[config.mk]
export PLATFORM = sky130hd
export DESIGN_NAME = alu_ctrl_queue
export DESIGN_NICKNAME = d
export VERILOG_FILES = /design/src/rtl/alu_ctrl_pkg.sv /design/src/rtl/alu_ctrl_lut.sv /design/src/rtl/alu_ctrl_queue.sv
export SDC_FILE = /design/constraint.sdc
export NUM_CORES = 1
export LEC_CHECK = 0
export BUFFER_PORTS_ARGS = -buffer_cell sky130_fd_sc_hd__buf_2
export CORE_MARGIN = 2
export CORE_UTILIZATION = 50
export CTS_CLUSTER_SIZE = 16
export DETAILED_ROUTE_END_ITERATION = 12
export PLACE_DENSITY = 0.76
export SLEW_MARGIN = 0
export SYNTH_ARGS = -nofsm -noshare
export SYNTH_HDL_FRONTEND = slang
export SYNTH_SLANG_ARGS = --single-unit
[constraint.sdc]
create_clock -name clk_i -period 2.36 [get_ports clk_i]
set_input_delay 0.118 -clock clk_i [delete_from_list [all_inputs] [get_ports clk_i]]
set_output_delay 0.118 -clock clk_i [all_outputs]
set_load 0.02 [all_outputs]
[src/rtl/alu_ctrl_pkg.sv]
// Shared constants for the ALU control queue: ALUOp values from the main
// decoder, R-type funct values, and the 4-bit ALU control encoding.
package alu_ctrl_pkg;

  localparam logic [2:0] AOP_ADD   = 3'b000;
  localparam logic [2:0] AOP_SUB   = 3'b001;
  localparam logic [2:0] AOP_RTYPE = 3'b010;
  localparam logic [2:0] AOP_SLT   = 3'b011;
  localparam logic [2:0] AOP_OR    = 3'b100;
  localparam logic [2:0] AOP_AND   = 3'b101;

  localparam logic [5:0] FUNCT_ADD = 6'h20;
  localparam logic [5:0] FUNCT_SUB = 6'h22;
  localparam logic [5:0] FUNCT_AND = 6'h24;
  localparam logic [5:0] FUNCT_OR  = 6'h25;
  localparam logic [5:0] FUNCT_NOR = 6'h27;
  localparam logic [5:0] FUNCT_SLT = 6'h2A;

  localparam logic [3:0] CTRL_AND = 4'd0;
  localparam logic [3:0] CTRL_OR  = 4'd1;
  localparam logic [3:0] CTRL_ADD = 4'd2;
  localparam logic [3:0] CTRL_SUB = 4'd6;
  localparam logic [3:0] CTRL_SLT = 4'd7;
  localparam logic [3:0] CTRL_NOR = 4'd12;
  localparam logic [3:0] CTRL_ILL = 4'd15;

  // One queued entry: decoded ALU code plus the illegal-decode flag.
  typedef struct packed {
    logic [3:0] ctrl;
    logic       illegal;
  } ctrl_entry_t;

endpackage

[src/rtl/alu_ctrl_lut.sv]
// Combinational (ALUOp, funct) -> ALU control decode. Anything not in the
// table decodes to CTRL_ILL with the illegal flag set.
module alu_ctrl_lut
  import alu_ctrl_pkg::*;
(
  input  logic [2:0] aluop,
  input  logic [5:0] funct,
  output logic [3:0] ctrl,
  output logic       illegal
);

  // Table decode; defaults cover every unlisted ALUOp / funct.
  always_comb begin
    ctrl    = CTRL_ILL;
    illegal = 1'b1;
    case (aluop)
      AOP_ADD: begin ctrl = CTRL_ADD; illegal = 1'b0; end
      AOP_SUB: begin ctrl = CTRL_SUB; illegal = 1'b0; end
      AOP_SLT: begin ctrl = CTRL_SLT; illegal = 1'b0; end
      AOP_OR:  begin ctrl = CTRL_OR;  illegal = 1'b0; end
      AOP_AND: begin ctrl = CTRL_AND; illegal = 1'b0; end
      AOP_RTYPE: begin
        case (funct)
          FUNCT_ADD: begin ctrl = CTRL_ADD; illegal = 1'b0; end
          FUNCT_SUB: begin ctrl = CTRL_SUB; illegal = 1'b0; end
          FUNCT_AND: begin ctrl = CTRL_AND; illegal = 1'b0; end
          FUNCT_OR:  begin ctrl = CTRL_OR;  illegal = 1'b0; end
          FUNCT_NOR: begin ctrl = CTRL_NOR; illegal = 1'b0; end
          FUNCT_SLT: begin ctrl = CTRL_SLT; illegal = 1'b0; end
          default:   begin ctrl = CTRL_ILL; illegal = 1'b1; end
        endcase
      end
      default: begin ctrl = CTRL_ILL; illegal = 1'b1; end
    endcase
  end

endmodule

[src/rtl/alu_ctrl_queue.sv]
// ALU control queue: decodes (ALUOp, funct) at enqueue and buffers the result
// in a DEPTH-entry FIFO feeding the EX stage. No empty-queue bypass, so an
// entry reaches the head one edge after its push.
// Optional macro ALU_CTRL_ILLEGAL_CNT_EN adds a saturating illegal-push
// counter on illegal_cnt_o.
module alu_ctrl_queue
  import alu_ctrl_pkg::*;
#(
  parameter int DEPTH = 2,
  parameter int CNT_W = 16
) (
  input  logic             clk_i,
  input  logic             rst_i,
  input  logic             in_valid_i,
  output logic             in_ready_o,
  input  logic [2:0]       aluop_i,
  input  logic [5:0]       funct_i,
  output logic             out_valid_o,
  input  logic             out_ready_i,
  output logic [3:0]       ctrl_o,
  output logic             illegal_o
`ifdef ALU_CTRL_ILLEGAL_CNT_EN
  ,
  output logic [CNT_W-1:0] illegal_cnt_o
`endif
);

  localparam int AW = $clog2(DEPTH);
  localparam logic [AW:0] PTR_ONE = 1;

  // Elaboration-time sanity checks on the parameters.
  if (DEPTH < 2 || (DEPTH & (DEPTH - 1)) != 0) begin : g_bad_depth
    $error("DEPTH must be a power of two and at least 2");
  end
  if (CNT_W < 1) begin : g_bad_cnt_w
    $error("CNT_W must be at least 1");
  end

  ctrl_entry_t mem [DEPTH];
  ctrl_entry_t dec_entry;
  ctrl_entry_t head;
  logic [AW:0] wr_ptr;
  logic [AW:0] rd_ptr;
  logic        full;
  logic        empty;
  logic        push;
  logic        pop;

  alu_ctrl_lut u_lut (
    .aluop   (aluop_i),
    .funct   (funct_i),
    .ctrl    (dec_entry.ctrl),
    .illegal (dec_entry.illegal)
  );

  // Status from pointer state only, so in_ready_o never depends on out_ready_i.
  assign full  = (wr_ptr[AW] != rd_ptr[AW]) && (wr_ptr[AW-1:0] == rd_ptr[AW-1:0]);
  assign empty = (wr_ptr == rd_ptr);
  assign push  = in_valid_i && !full;
  assign pop   = out_ready_i && !empty;

  assign in_ready_o  = !full;
  assign out_valid_o = !empty;
  assign head        = mem[rd_ptr[AW-1:0]];
  assign ctrl_o      = empty ? 4'd0 : head.ctrl;
  assign illegal_o   = empty ? 1'b0 : head.illegal;

  // Storage write; contents are don't-care until validated by the pointers.
  always_ff @(posedge clk_i) begin
    if (push) mem[wr_ptr[AW-1:0]] <= dec_entry;
  end

  // Pointer update; reset discards every queued entry.
  always_ff @(posedge clk_i or negedge rst_i) begin
    if (!rst_i) begin
      wr_ptr <= '0;
      rd_ptr <= '0;
    end else begin
      if (push) wr_ptr <= wr_ptr + PTR_ONE;
      if (pop)  rd_ptr <= rd_ptr + PTR_ONE;
    end
  end

`ifdef ALU_CTRL_ILLEGAL_CNT_EN
  logic [CNT_W-1:0] illegal_cnt;

  // Count illegal pushes, holding at all-ones.
  always_ff @(posedge clk_i or negedge rst_i) begin
    if (!rst_i) begin
      illegal_cnt <= '0;
    end else if (push && dec_entry.illegal && (illegal_cnt != {CNT_W{1'b1}})) begin
      illegal_cnt <= illegal_cnt + CNT_W'(1);
    end
  end

  assign illegal_cnt_o = illegal_cnt;
`endif

endmodule

* Word level (Yosys, flattened, before mapping)
Memories as Yosys holds them, arrays and structs flattened.
Cells that the tools add are included.
** Word-level totals
- Output and inout bits :: 7
- Bits of input ports :: 13
- Word-level logic and storage cells :: 35
- Bits in registers :: 4
- Memories :: 1
- Memory bits (writable) :: 10
- Bits in latches :: 0
- Bits in read-only memories :: 0
** Cells by class
- $mul :: 0
- Shifts and indexed selects :: 0
- Bitwise operators :: 0
- Div/mod/pow operators :: 0
- Order comparisons :: 0
- Muxes and demuxes :: 8
- Eq/ne operators :: 14
- Add/subtract/negate cells :: 2
- Reduce and logical (&&, ||, !) cells :: 8
** Memories
- mem :: words 2, bits a word 5, rd ports 1, clocked after memory_dff 0, write ports 1, line alu_ctrl_queue.sv:39 : ctrl_entry_t mem [DEPTH];
** Operator list (number)
- 4-bit one-hot mux with 6 select lines :: 2
- 6-bit == test (second input constant) :: 6
- 3-bit by 2-bit == test with 1-bit output (second input constant) :: 2
- 3-bit == test (second input constant) :: 2
- 6-bit OR reduction :: 1
- 5-bit OR reduction :: 1
- 2-bit by 1-bit adder with 2-bit output (second input constant) :: 2
- 1-bit 2-to-1 mux :: 4
- 4-bit 2-to-1 mux :: 1
- 3-bit by 1-bit == test with 1-bit output (second input constant) :: 1
- 1-bit logical AND :: 3
- 3-bit logical NOT :: 1
- 2-bit == test :: 1
- 1-bit logical NOT :: 2
- 1-bit one-hot mux with 2 select lines :: 1
- 1-bit == test :: 1
- 1-bit != test :: 1

* Depth between registers and ports, before layout
- Depth after elaboration :: 6
- Depth in mapped cells :: 4
- Depth with buffers taken out :: 3

* By module
Synthesis repeated with hierarchy kept, for this count alone.
** Second synthesis, totals
- Cell total of the unflattened synthesis :: 81
- Area total of the unflattened synthesis :: 799.5 um2
** By module, submodules not included
- alu_ctrl_queue :: seq. area each 400.4 um2, area each 646.9 um2, times used 1, cells each 58
- alu_ctrl_lut :: seq. area each 0.0 um2, area each 152.6 um2, times used 1, cells each 23

* Worst setup path before layout
Ideal clock, no wire load.
- Path kind :: register to register
- Start point :: register rd_ptr[0]
- End point :: memory mem[0][0] (netlist bit) (enable)
- Path slack :: 811 ps
- Buffers on the path :: 1
- Library setup time :: 339 ps
- Data arrival time :: 1209 ps
- Data required time :: 2021 ps
- Cell stages (with the launch flop) :: 5
- Clock period less this slack :: 1549 ps
- Cells stage by stage :: dfrtp_1 buf_2 xor2_1 o21ai_1 nor2_1
** On the way
- Word-level cells in the longest chain between the ends :: 6
** Ends and longest elaborated chain
- from (decl) :: line alu_ctrl_queue.sv:43 : logic [AW:0] rd_ptr;
- from (signal assigned) :: line alu_ctrl_queue.sv:80 : if (pop) rd_ptr <= rd_ptr + PTR_ONE;
- 1-bit == test :: line alu_ctrl_queue.sv:57 : assign full = (wr_ptr[AW] != rd_ptr[AW]) && (wr_ptr[AW-1:0] == rd_ptr[AW-1:0]);
- 1-bit logical AND :: line alu_ctrl_queue.sv:57
- 1-bit logical NOT :: line alu_ctrl_queue.sv:59 : assign push = in_valid_i && !full;
- 1-bit logical AND :: line alu_ctrl_queue.sv:59
- 1-bit 2-to-1 mux :: line alu_ctrl_queue.sv:70 : if (push) mem[wr_ptr[AW-1:0]] <= dec_entry;
- 1-bit 2-to-1 mux (not written as such) :: line alu_ctrl_queue.sv:70
- to (decl) :: line alu_ctrl_queue.sv:39
Every way passes these cells.

* Final worst setup path
- Start point :: register rd_ptr[0]
- End point :: output ctrl_o[1]
** On the way
- Word-level cells in the longest chain between the ends :: 2
- Elaborated cells on any way between the ends :: 3
- Those cells by class :: eq/ne (1); mux (1); memory (1)
** Ends and longest elaborated chain
- memory 2 x 5 bit / 2-bit == test (equally long branches)
- 4-bit 2-to-1 mux (*) :: line alu_ctrl_queue.sv:65 : assign ctrl_o = empty ? 4'd0 : head.ctrl;
- to (decl) :: line alu_ctrl_queue.sv:20 : output logic [3:0] ctrl_o,
Every way passes the cells marked *; elsewhere a longest branch is shown, timed or not.

==> summary.md <==
| Metric | Value |
|---|---|
| Initial antenna violation count | `0` |
| Largest net degree at the start of global routing | `9` |
| Post-DRT Antenna Nets | `0` |
| Die X | `about 43 um` |
| Syn_nets | `77` |
| Unrepaired setup endpoints after global routing | `no` |
| Pre-CTS worst setup slack | `0.588 ns` |
| Internal power | `667 uW` |
| Post-Layout Cell Count | `103` |
| Reg clk slew, reported paths | `0.08 ns` |
| Layout cells sized above 1 | `27.6%` |
| Synth-to-Final Area Change | `19.1%` |
| Yosys reg bits | `14` |
| Core Area | `between 0.001 and 0.0015 mm^2` |
| Hold Path End | `rd_ptr[0]` |
| PwrDens | `1290 mW/mm^2` |
| Power, Total | `1.18 mW` |
| Placed Instance Area | `between 800 and 900 um^2` |
| Final instance area | `913 um^2` |
| RR Startpoint | `rd_ptr[0]` |
| Reg2reg path depth | `3` |
| Post-CTS Resized | `0` |
| Vias in the first global route | `513` |
| Die area | `0.00186 mm^2` |
| Drt total wl | `between 1 and 1.5 mm` |
| Max-Cap Viols | `0` |
| Iter 0 DRT Violations | `3` |
| Synth unique cells | `22` |
| Final period utilization | `a little under 80%` |
| Avg Cell Area, Syn | `12.0 um^2` |
| Fmax | `between 500 and 600 MHz` |
| Worst vdd ir | `841 uV` |
| Worst skew pair latency | `between 0.2 and 0.3 ns` |
| Num ports | `20` |
| 1st-pass router iterations | `3` |
| Setup TNS | `0 ns` |
| Avg WL per Cell | `12.0 um` |
| Final worst slack | `0.500 ns` |
| Routed via count | `567` |
| Worst slew pin tran | `0.433 ns` |
| Pleak | `approximately 0.38 nW` |
| Hold_buf cts | `1` |
| Crit path time final | `1.86 ns` |
| ANT cells | `0` |
| Total CTS buffers | `3` |
| Register area share after synthesis | `between 50 and 60%` |
| Fin util | `62.1%` |
| Number of synthesis warnings | `0` |
| DP Cell Count | `a little under 100` |
| Worst slew margin | `71.1%` |
| CTS tree | `built` |
| Rows | `14` |
| Reg2reg setup slack | `0.55 ns` |
| Worst R2R End | `mem[0][3]` |
| CTS max path bufs | `2` |
| Clock sink total | `14` |
| Arrival @ worst endpoint | `1.74 ns` |
| Hold depth | `3` |
| Hold Path Class | `input port to flop` |
| Worst hold margin | `~0.15 ns` |
| Global route overflow | `0` |
| Mapped Cells | `64` |
| Crit path required time | `around 2.2 ns` |
| Detailed-placement wirelength estimate | `1.02 mm` |
| Switch Pwr | `516 uW` |
| Input/output buffers | `19` |
| # DRC | `0` |
| Nets | `101` |
| Starting Density | `52.1%` |
| Clock Power Share | `between 10% and 20%` |
| Gp weighted congestion | `0.775` |
| Count of final max-slew check failures | `0` |
| Sw frac | `a little over two fifths` |
| Via/cell ratio | `5.50` |
| Seq pwr share | `37.1%` |
| Post-CTS Setup Inserts | `0` |
| Post-Syn Area | `between 700 and 800 um^2` |
| Combinational share of power | `52.2%` |
| Total GRT Usage | `14.9%` |
| Critical path startpoint category | `flop` |
| Final setup viols | `0` |
| H-Tree Depth | `1` |
| Root Buffer | `clkbuf_4` |
| Worst setup path category | `flop to output port` |
| First-pass GRT wire length | `1.97 mm` |
| Run status | `finished, final reports clean` |
| CP Max Fanout | `8` |
| Hold path start | `out_ready_i` |
| Setup Skew | `between 0.007 and 0.008 ns` |
| Crit end category | `output port` |
| Final hold violation count | `0` |
| Die Span Y | `43.2 um` |
[Yosys cell counts]
cell        n  area (um^2)
dfrtp_1     4          100
edfxtp_1   10          300
o21ai_1     2         10.0
nor2_1      7         26.3
xor2_1      2         17.5
buf_2       1         5.00
nand3b_1    1         7.51
nand2b_1    2         12.5
a22oi_1     1         7.51
o22ai_1     1         6.26
a31oi_1     1         6.26
o211ai_1    3         22.5
o21a_1      2         15.0
inv_1       5         18.8
mux2i_1     7         70.1
a2111oi_2   1         15.0
nor3b_1     2         15.0
xnor2_1     5         43.8
or4b_4      1         13.8
nor2b_1     1         6.26
a221oi_1    2         17.5
nor4bb_1    3         30.0
[final cells by class]
type,count,area (um^2)
Fill cell,128,558
Inverter,5,18.8
Timing Repair Buffer,20,105
Sequential cell,14,400
Multi-Input combinational cell,44,343
Tap cell,16,20.0
Clock buffer,4,26.3
[how the worst max path moves through the flow]
stage                     cells after the start  startpoint   endpoint  slack (ns)
after global routing                          4   rd_ptr[0]  ctrl_o[1]        0.31
after detailed placement                      3   rd_ptr[0]  mem[0][3]        0.59
after CTS                                     4   rd_ptr[0]  ctrl_o[1]        0.49
after global placement                        3   rd_ptr[0]  mem[0][2]        0.67
final                                         4   rd_ptr[0]  ctrl_o[1]        0.50
after floorplan                               4   rd_ptr[0]  mem[0][0]        0.81
[power groups by stage]
| stage | clock network [mW] | logic (mW) | registers [mW] |
|---|---|---|---|
| floorplan | 0 | 0.482 | 0.407 |
| global placement | 0 | 0.613 | 0.440 |
| detailed placement | 0 | 0.618 | 0.445 |
| CTS | 0.131 | 0.623 | 0.439 |
| global route | 0.146 | 0.674 | 0.449 |
| finish | 0.127 | 0.617 | 0.438 |
[layout by cell type, fill, tap and decap left out, drive strengths merged]
cell type,count
inv,5
xnor2,5
or4b,1
buf,19
xor2,2
nand3b,1
a31oi,1
o211ai,3
o22ai,1
nor2,7
nand2b,2
a221oi,2
edfxtp,10
dfrtp,4
a2111oi,1
nor3b,2
mux2i,7
a22oi,1
dlygate4sd3,1
nor4bb,3
o21a,2
nor2b,1
clkbuf,4
o21ai,2
[routing by layer]
metal | vias to the layer above | GRT usage (%) | wire (um) | part of all wire, %
met5 | - | 0 | 0 | 0
met4 | 0 | 10.9 | 24 | 1.9
met3 | 2 | 2.55 | 56 | 4.5
met2 | 16 | 23.6 | 607 | 49
met1 | 261 | 18.0 | 548 | 44
li1 | 288 | - | - | -
[flip-flops by register name (all words and copies together) (netlist names)]
name,flops
rd_ptr,2
wr_ptr,2
mem,10
[critical path, stage by stage (launching register included)]
cell and delay, ns:
dfrtp_1 0.57, xor2_1 0.42, nor2_1 0.19, nor2_1 0.14, buf_2 0.17
[kinds of logic (layout without fill, tap and decap cells)]
kind of cell              count (synthesis)  after routing  synth area share [%]
xor gates and xnor gates                  7              7                  7.99
DFF                                      14             14                  52.2
muxes                                     7              7                  9.14
AOI/OAI and AO/OA                        13             13                  13.1
buffers and inverters                     6             29                  3.10
and+or+nand+nor                          17             17                  14.5
No activity file was read; power rests on OpenSTA's default activity.
